===== config.mk =====
export PLATFORM = sky130hd
export DESIGN_NAME = spmv_row_mac
export DESIGN_NICKNAME = d
export VERILOG_FILES = /design/src/rtl/spmv_mac_pkg.sv /design/src/rtl/spmv_result_fifo.sv /design/src/rtl/spmv_row_mac.sv
export SDC_FILE = /design/constraint.sdc
export NUM_CORES = 2
export LEC_CHECK = 0
export ABC_CLOCK_PERIOD_IN_PS = 21700
export BUFFER_PORTS_ARGS = -buffer_cell sky130_fd_sc_hd__buf_2
export CAP_MARGIN = 15
export CORE_ASPECT_RATIO = 0.6
export CORE_MARGIN = 1
export CORE_UTILIZATION = 50
export DETAILED_ROUTE_END_ITERATION = 10
export GPL_ROUTABILITY_DRIVEN = 0
export HOLD_SLACK_MARGIN = 0.05
export PLACE_DENSITY = 0.71
export SLEW_MARGIN = 20
export SYNTH_ARGS = -nofsm -noshare
export SYNTH_HDL_FRONTEND = slang
export SYNTH_SLANG_ARGS = --single-unit
export TNS_END_PERCENT = 5

===== constraint.sdc =====
create_clock -name clk -period 21.7 [get_ports clk]
set_input_delay 1.085 -clock clk [delete_from_list [all_inputs] [get_ports clk]]
set_output_delay 1.085 -clock clk [all_outputs]
set_load 0.05 [all_outputs]

===== src/rtl/spmv_mac_pkg.sv =====
// Shared constants and result-entry type for the sparse row multiply-accumulate block.
package spmv_mac_pkg;

    localparam int S1_LAT      = 1;
    localparam int S2_LAT      = 2;
    localparam int S3_LAT      = 3;
    localparam int STALL_SLACK = 4;

    // Entry fields are sized for the widest legal configuration; users slice down.
    localparam int RES_ROW_MAX = 32;
    localparam int RES_ACC_MAX = 256;

    typedef struct packed {
        logic [RES_ROW_MAX-1:0] row;
        logic [RES_ACC_MAX-1:0] sum;
    } res_entry_t;

endpackage


===== src/rtl/spmv_result_fifo.sv =====
// Show-ahead result buffer with occupancy count; write and pop may coincide even when full.
module spmv_result_fifo #(
    parameter int W     = 8,
    parameter int DEPTH = 16
)(
    input  logic                     clk,
    input  logic                     rst,
    input  logic                     wr_en,
    input  logic [W-1:0]             wr_data,
    input  logic                     rd_en,
    output logic [W-1:0]             rd_data,
    output logic                     empty,
    output logic [$clog2(DEPTH):0]   count
);
    localparam int AW = $clog2(DEPTH);

    logic [W-1:0] mem [DEPTH];
    logic [AW:0]  wptr, rptr;
    logic         full, do_wr, do_rd;

    assign count   = wptr - rptr;
    assign empty   = (wptr == rptr);
    assign full    = (count == (AW+1)'(DEPTH));
    assign do_wr   = wr_en && (!full || rd_en);
    assign do_rd   = rd_en && !empty;
    assign rd_data = mem[rptr[AW-1:0]];

    always_ff @(posedge clk or negedge rst) begin
        if (!rst) begin
            wptr <= '0;
            rptr <= '0;
        end else begin
            if (do_wr) wptr <= wptr + 1'b1;
            if (do_rd) rptr <= rptr + 1'b1;
        end
    end

    always_ff @(posedge clk) begin
        if (do_wr) mem[wptr[AW-1:0]] <= wr_data;
    end

endmodule


===== src/rtl/spmv_row_mac.sv =====
// Streaming row-sum MAC: products of equal-row runs are accumulated and emitted per run.
// Optional macro SPMV_ROW_MAC_SATURATE_EN selects saturating instead of wrapping accumulation.
module spmv_row_mac
    import spmv_mac_pkg::*;
#(
    parameter int DATA_W     = 32,
    parameter int ACC_W      = 80,
    parameter int ROW_W      = 10,
    parameter int FIFO_DEPTH = 16
)(
    input  logic                     clk,
    input  logic                     rst,
    input  logic                     wr,
    input  logic [ROW_W-1:0]         row,
    input  logic signed [DATA_W-1:0] v0,
    input  logic signed [DATA_W-1:0] v1,
    input  logic                     eof,
    output logic                     stall,
    input  logic                     stall_out,
    output logic                     push_out,
    output logic [ROW_W-1:0]         row_out,
    output logic signed [ACC_W-1:0]  v_out,
    output logic                     done
);
    localparam int EW = ROW_W + ACC_W;
    localparam int CW = $clog2(FIFO_DEPTH) + 1;

    logic [S2_LAT:S1_LAT]     vld_pipe, eof_pipe;
    logic [ROW_W-1:0]         s1_row, s2_row, run_row;
    logic signed [DATA_W-1:0] s1_v0, s1_v1;
    logic signed [ACC_W-1:0]  s2_prod, run_sum, acc_nxt;
    logic                     run_open, eof_lat, eof_busy, stall_q;
    logic                     pipe_empty, new_run, flush, fifo_wr, done_i;
    logic                     fifo_empty;
    logic [CW-1:0]            fifo_cnt;
    logic [EW-1:0]            fifo_wdata, fifo_rdata;
    res_entry_t               wr_ent;
    logic                     unused_ent;

    // eof travels with the data so it reaches S3 behind every product issued with or before it
    always_ff @(posedge clk or negedge rst) begin
        if (!rst) begin
            vld_pipe <= '0;
            eof_pipe <= '0;
            s1_row   <= '0;
            s1_v0    <= '0;
            s1_v1    <= '0;
            s2_row   <= '0;
            s2_prod  <= '0;
        end else begin
            vld_pipe <= {vld_pipe[S2_LAT-1:S1_LAT], wr};
            eof_pipe <= {eof_pipe[S2_LAT-1:S1_LAT], eof};
            if (wr) begin
                s1_row <= row;
                s1_v0  <= v0;
                s1_v1  <= v1;
            end
            if (vld_pipe[S1_LAT]) begin
                s2_row  <= s1_row;
                s2_prod <= ACC_W'(s1_v0 * s1_v1);
            end
        end
    end

`ifdef SPMV_ROW_MAC_SATURATE_EN
    logic [ACC_W:0] acc_wide;
    always_comb begin
        acc_wide = {run_sum[ACC_W-1], run_sum} + {s2_prod[ACC_W-1], s2_prod};
        acc_nxt  = acc_wide[ACC_W-1:0];
        if (acc_wide[ACC_W] != acc_wide[ACC_W-1])
            acc_nxt = acc_wide[ACC_W] ? {1'b1, {(ACC_W-1){1'b0}}} : {1'b0, {(ACC_W-1){1'b1}}};
    end
`else
    assign acc_nxt = run_sum + s2_prod;
`endif

    assign pipe_empty = ~|vld_pipe;
    assign new_run    = vld_pipe[S2_LAT] && run_open && (s2_row != run_row);
    assign flush      = eof_lat && pipe_empty && run_open;
    assign fifo_wr    = new_run || flush;
    assign done_i     = eof_lat && pipe_empty && !run_open && fifo_empty;

    always_ff @(posedge clk or negedge rst) begin
        if (!rst) begin
            run_open <= 1'b0;
            run_row  <= '0;
            run_sum  <= '0;
            eof_lat  <= 1'b0;
            eof_busy <= 1'b0;
            stall_q  <= 1'b1;
        end else begin
            if (vld_pipe[S2_LAT]) begin
                run_open <= 1'b1;
                if (run_open && (s2_row == run_row)) begin
                    run_sum <= acc_nxt;
                end else begin
                    run_row <= s2_row;
                    run_sum <= s2_prod;
                end
            end else if (flush) begin
                run_open <= 1'b0;
            end
            if (done_i)                eof_lat <= 1'b0;
            else if (eof_pipe[S2_LAT]) eof_lat <= 1'b1;
            eof_busy <= (eof_busy && !done_i) || eof;
            stall_q  <= (fifo_cnt >= CW'(FIFO_DEPTH - STALL_SLACK)) || (eof_busy && !done_i) || eof;
        end
    end

    always_comb begin
        wr_ent     = '0;
        wr_ent.row = RES_ROW_MAX'(run_row);
        wr_ent.sum = RES_ACC_MAX'(run_sum);
        fifo_wdata = {wr_ent.row[ROW_W-1:0], wr_ent.sum[ACC_W-1:0]};
    end
    assign unused_ent = ^wr_ent;

    spmv_result_fifo #(
        .W     (EW),
        .DEPTH (FIFO_DEPTH)
    ) u_fifo (
        .clk     (clk),
        .rst     (rst),
        .wr_en   (fifo_wr),
        .wr_data (fifo_wdata),
        .rd_en   (push_out),
        .rd_data (fifo_rdata),
        .empty   (fifo_empty),
        .count   (fifo_cnt)
    );

    assign push_out = !fifo_empty && !stall_out;
    assign row_out  = fifo_empty ? '0 : fifo_rdata[EW-1:ACC_W];
    assign v_out    = fifo_empty ? '0 : fifo_rdata[ACC_W-1:0];
    assign done     = done_i;
    assign stall    = stall_q;

endmodule


# ---- Word-level counts from Yosys, hierarchy flattened
# Memory sizes are Yosys's and may differ from the RTL's.
# Index checks and enable logic that the tools add are counted.
dict set report op_classes {
  addsub 4
  n_mul 1
  div 0
  magnitude_cmp 1
  eq_ne 4
  shift 0
  n_mux 9
  bitwise 1
  reduce_logical 26
}
# operator n
set op_table {}
lappend op_table {{80-bit two-way mux} 2}
lappend op_table {{80-bit adder} 1}
lappend op_table {{32-bit by 32-bit multiplier with 64-bit output} 1}
lappend op_table {{1-bit logical AND} 11}
lappend op_table {{5-bit by 1-bit adder with 5-bit output (second input constant)} 2}
lappend op_table {{10-bit == test} 1}
lappend op_table {{10-bit two-way mux} 1}
lappend op_table {{10-bit != test} 1}
lappend op_table {{1-bit zero test} 6}
lappend op_table {{1-bit two-way mux} 6}
lappend op_table {{5-bit == test} 1}
lappend op_table {{5-bit == test (second input constant)} 1}
lappend op_table {{5-bit by 4-bit greater-or-equal comparator with 1-bit output (second input constant)} 1}
lappend op_table {{1-bit logical OR} 5}
lappend op_table {{5-bit subtractor} 1}
lappend op_table {{2-bit nonzero test} 2}
lappend op_table {{2-bit AND reduction} 1}
lappend op_table {{2-bit OR reduction} 1}
lappend op_table {{1-bit NOT} 1}
dict set report word_totals {
  register_bits 272
  latch_bits 0
  ramBits 1440
  romBits 0
  memories 1
}
# name depth width rd rd_clocked_by_memory_dff wr line
set memory_table {}
lappend memory_table {u_fifo.mem 16 90 1 0 1 spmv_result_fifo.sv:17} ;# logic [W-1:0] mem [DEPTH];

# ---- Longest topological paths before layout
dict set report depth {
  ltp_word 9
  mapped_depth 30
}

# ---- Hierarchy
# Synthesis repeated with hierarchy kept, for this count alone.
dict set report unflattened {
  cells_unflattened 7468
  area_unflattened_um2 105596.3
}
# module instances cells_each area_each_um2 seq_area_each_um2
set by_module_without_submodules {}
lappend by_module_without_submodules {spmv_result_fifo 1 2073 54629.9 43491.7}
lappend by_module_without_submodules {spmv_row_mac 1 5395 50966.4 6157.2}

# ---- Least setup slack after synthesis
# Ideal clock, no wire load.
dict set report synth_path {
  path_kind {flip-flop to flip-flop}
  start {register u_fifo.rptr[1]}
  end {memory u_fifo.mem[3][0] in the netlist's numbering (enable)}
  arrival_ns 9.452
  setup_slack_ns 11.599
  stages_incl_launch_ff 13
  path_buffers 3
  cell_sequence {dfrtp_1 > clkbuf_1 > clkbuf_1 > clkbuf_1 > inv_1 > ha_1 > nand2_1 > nor3_1 > nor2_1 > nor4_1 > nor2_1 > nand2_1 > nor3_1}
}
dict set report synth_via {
  elab_chain_len 7
  word_cells_on_any_way 10
  classes_between {add/sub: 1; eq/ne: 2; mux: 2; reduce/logical: 5}
}
# element line
set synth_lines {}
lappend synth_lines {{start, declared} spmv_result_fifo.sv:18} ;# logic [AW:0] wptr, rptr;
lappend synth_lines {{start signal, assigned} spmv_result_fifo.sv:34} ;# if (do_rd) rptr <= rptr + 1'b1;
lappend synth_lines {{5-bit == test} spmv_result_fifo.sv:22} ;# assign empty = (wptr == rptr);
lappend synth_lines {{1-bit zero test} spmv_row_mac.sv:132} ;# assign push_out = !fifo_empty && !stall_out;
lappend synth_lines {{1-bit logical AND} spmv_row_mac.sv:132}
lappend synth_lines {{net push_out} spmv_row_mac.sv:20} ;# output logic push_out,
lappend synth_lines {{1-bit logical OR} spmv_result_fifo.sv:24} ;# assign do_wr = wr_en && (!full || rd_en);
lappend synth_lines {{1-bit logical AND} spmv_result_fifo.sv:24}
lappend synth_lines {{1-bit two-way mux} spmv_result_fifo.sv:39} ;# if (do_wr) mem[wptr[AW-1:0]] <= wr_data;
lappend synth_lines {{1-bit two-way mux (implied by the code)} spmv_result_fifo.sv:39}
lappend synth_lines {{end, declared} spmv_result_fifo.sv:17}
# The timed path passes the listed nets, and every way through them passes these cells.

# ---- Final worst setup path
dict set report layout_path {
  start {register s1_v1[0]}
  end {register s2_prod[61]}
}
dict set report layout_via {
  elab_chain_len 1
}
# element line
set layout_lines {}
lappend layout_lines {{start, declared} spmv_row_mac.sv:30} ;# logic signed [DATA_W-1:0] s1_v0, s1_v1;
lappend layout_lines {{start signal, assigned} spmv_row_mac.sv:56} ;# s1_v1 <= v1;
lappend layout_lines {{32-bit by 32-bit multiplier with 64-bit output} spmv_row_mac.sv:60} ;# s2_prod <= ACC_W'(s1_v0 * s1_v1);
lappend layout_lines {{end signal, assigned} spmv_row_mac.sv:60}
lappend layout_lines {{end, declared} spmv_row_mac.sv:31} ;# logic signed [ACC_W-1:0] s2_prod, run_sum, acc_nxt;
# Every way passes these cells.
# A chain may end at the register's enable or synchronous reset.

==> impl_results.md <==
- Post-synth EDFFs: between 1000 and 1500
- Syn_area_per_cell: 13.86 µm²
- Setup violators final: 0
- Final Hold Viols: 0
- DRT iter0 DRCs: 7128
- Antenna violations before repair: 8
- Cts bufs inserted: 161
- DR DRC count: 0
- Mapped Nets: 9078
- CTS Sinks: 1696
- Worst-Skew Late Latency: about 800 ps
- Nets: 9128
- Tmin final: 9706 ps
- Synth top area share: 40.83%
- Hold crit path type: in -> async
- Share of layout cells above drive strength 1: 14.77%
- Worst-margin pin slew: 1152 ps
- Max_slew headroom: 23.18%
- Vias after detailed routing: 62670
- Post-CTS Setup Bufs: 0
- WS Path Type: reg -> reg
- Flops & latches, synth: 1696
- CTS H-tree lvls: 4
- CP Data Arrival Time: 10360 ps
- Crit path required time: approximately 22000 ps
- Dpl hpwl: between 150000 and 200000 µm
- First-pass GRT wire length: 412100 µm
- Pre-antenna DRT Iters: 6
- Maximum clock frequency: about 100 MHz
- Synth warn: 0
- Hold_buf cts: 0
- Unique masters post-synth: 85
- RSZ-0062 raised after global routing: no
- Status: completed
- Total negative slack: 0 ps
- Core ar.: ~210000 µm²
- Die area: 213700 µm²
- ANT nets after route: 0
- Chip height: 358.5 µm
- Worst setup SP type: register
- Final Max Slew Viols: 0
- Starting Density: 50.48%
- Max cap viols: 0
- Worst Path Max Fanout: 33
- WP buf/inv: 7
- Maximum clock path buffer count: 4
- Post-cts resize count: 0
- Vias in the first global route: 65850
- Die width: between 500 and 600 µm
- CTS tree: built
- Largest area contributor in the netlist: edfxtp_1
- Pin count of the biggest net entering global routing: about 170
- Vias per std cell: 5.917
- Final period util: 44.73%
- Io pins: 172
- Total GRT Usage: 25.83%
- Grt ovf: 0
- Wirelength per Cell: 25.35 µm
- IO Port Bufs: 171
- Site row count: 130
- Cells after Synth: 7644
- Mapped Area: 105900 µm²
- WL final: around 270000 µm
- Synth area leaders: edfxtp_1 (41%), fa_1 (20%), mux4_2 (9.6%)
- Worst-path clk slew: 70 ps
- Worst path max stage delay: roughly 1200 ps
- Synthesis-to-finish area growth: 8.434%
- Post-synth top flop: edfxtp_1
- Clk_skew: 44.41 ps
- CTS root buffer: clkbuf_16
- CP endpoint kind: register
- Critical path's slowest cell: fa_1
- Critical path's top delay family: adder cells
- Asr flop ratio synth: 15.09%
- Register area share after synthesis: roughly 47%
state kept, by name, summed over array words and instances, names as in the netlist, 2 cells and up:
signal       count
u_fifo.wptr      5
s1_row          10
run_row         10
vld_pipe         2
s2_prod         64
eof_pipe         2
s1_v0           32
run_sum         80
s2_row          10
s1_v1           32
u_fifo.mem    1440
u_fifo.rptr      5
path summary, 6_finish.rpt:
kind | from | to | slack (ps) | cells after the start
min reg2reg | eof_pipe[1]$_DFF_PN0_ | eof_pipe[2]$_DFF_PN0_ | 340 | 0
max | s1_v1[0]$_DFFE_PN0P_ | s2_prod[61]$_DFFE_PN0P_ | 11990 | 26
min in group clk | eof_pipe[1]$_DFF_PN0_ | eof_pipe[2]$_DFF_PN0_ | 340 | 0
max in group asynchronous | rst | vld_pipe[1]$_DFF_PN0_ | 18170 | 4
min | rst | s1_v1[25]$_DFFE_PN0P_ | 240 | 1
max reg2reg | s1_v1[0]$_DFFE_PN0P_ | s2_prod[61]$_DFFE_PN0P_ | 11990 | 26
metrics by stage:
step	util, %	hold WS [ps]	cell area (µm²)	cells	setup slack [ps]
6_report	54.73	242.7	114800	10590	11990
5_1_grt	54.73	262.9	114800	10590	11430
4_1_cts	54.72	236.5	114800	10580	12080
3_5_place_dp	52.35	335.8	109800	10300	12160
3_3_place_gp	52.33	331.7	109800	10300	12310
2_1_floorplan	-	331.2	105900	7644	11600
cells in the final DEF, fill, tap and decap left out, types with 10 or more instances in the layout:
cell,netlist,layout
a211oi_1,25,25
o211ai_1,10,10
a31oi_1,25,25
edfxtp_1,1440,1440
nand2b_1,27,27
nor2_1,226,214
nand2_1,684,683
buf_4,0,116
nand4_1,43,43
inv_6,0,11
o21ai_0,104,104
mux4_2,450,450
clkbuf_1,372,38
mux2_2,134,134
and3_1,24,24
clkinv_1,1,22
xnor2_1,112,112
nor2b_1,100,100
nor2_4,0,12
dfrtp_1,255,242
xor2_1,44,44
inv_1,1055,1055
a21oi_1,276,276
and2_1,495,495
nand3_1,50,50
ha_1,272,272
o21bai_1,33,33
clkinv_2,0,23
nor3_1,35,30
bufinv_16,0,12
clkbuf_16,0,163
a21o_1,72,72
o31ai_1,12,12
fa_1,1083,1083
buf_2,4,169
synth_stat cells (8+ instances only):
master / instances
o211ai_1: 10
nand4_1: 43
xnor2_1: 112
mux2_2: 134
nor2_1: 226
nand2b_1: 27
fa_1: 1083
xor2_1: 44
clkbuf_1: 372
dfrtp_1: 255
edfxtp_1: 1440
buf_1: 26
nand2_1: 684
and3_1: 24
mux4_2: 450
nand3_1: 50
nor3_1: 35
a21oi_1: 276
o31ai_1: 12
inv_1: 1055
a21o_1: 72
o21bai_1: 33
nor2b_1: 100
a211oi_1: 25
a31oi_1: 25
a21boi_0: 8
ha_1: 272
o21ai_0: 104
o21a_1: 8
and2_1: 495
layer usage:
metal	wire (µm)	GRT usage (%)
met3	28670	6.421
met5	76	0.3050
met4	6148	5.774
met1	115000	38.44
met2	118700	38.64
cell type report:
type / instances / area [µm²]
fillers: 16710 / 94980
multi-input cells: 4488 / 50900
flip-flops and latches: 1696 / 49680
clock buffers: 203 / 4249
inverters: 1057 / 3973
well taps: 2772 / 3468
repair buffers: 290 / 1819
clock inverters: 78 / 738.2
diodes: 8 / 20.02
cell families (layout without fill, tap and decap cells):
family | after synthesis | after routing | synth area share, %
flip-flops | 1696 | 1696 | 46.88
AO/OA/AOI/OAI | 663 | 663 | 3.946
multiplexers | 591 | 591 | 11.06
XOR/XNOR | 156 | 156 | 1.290
other | 0 | 8 | 0
adder cells (fa/ha/maj) | 1355 | 1355 | 23.68
buffers and inverters | 1460 | 1628 | 5.180
AND/OR/NAND/NOR | 1723 | 1723 | 7.961
Power is not shown: default switching activity piles up to over one toggle a cycle in this logic, so the estimate is an artifact.
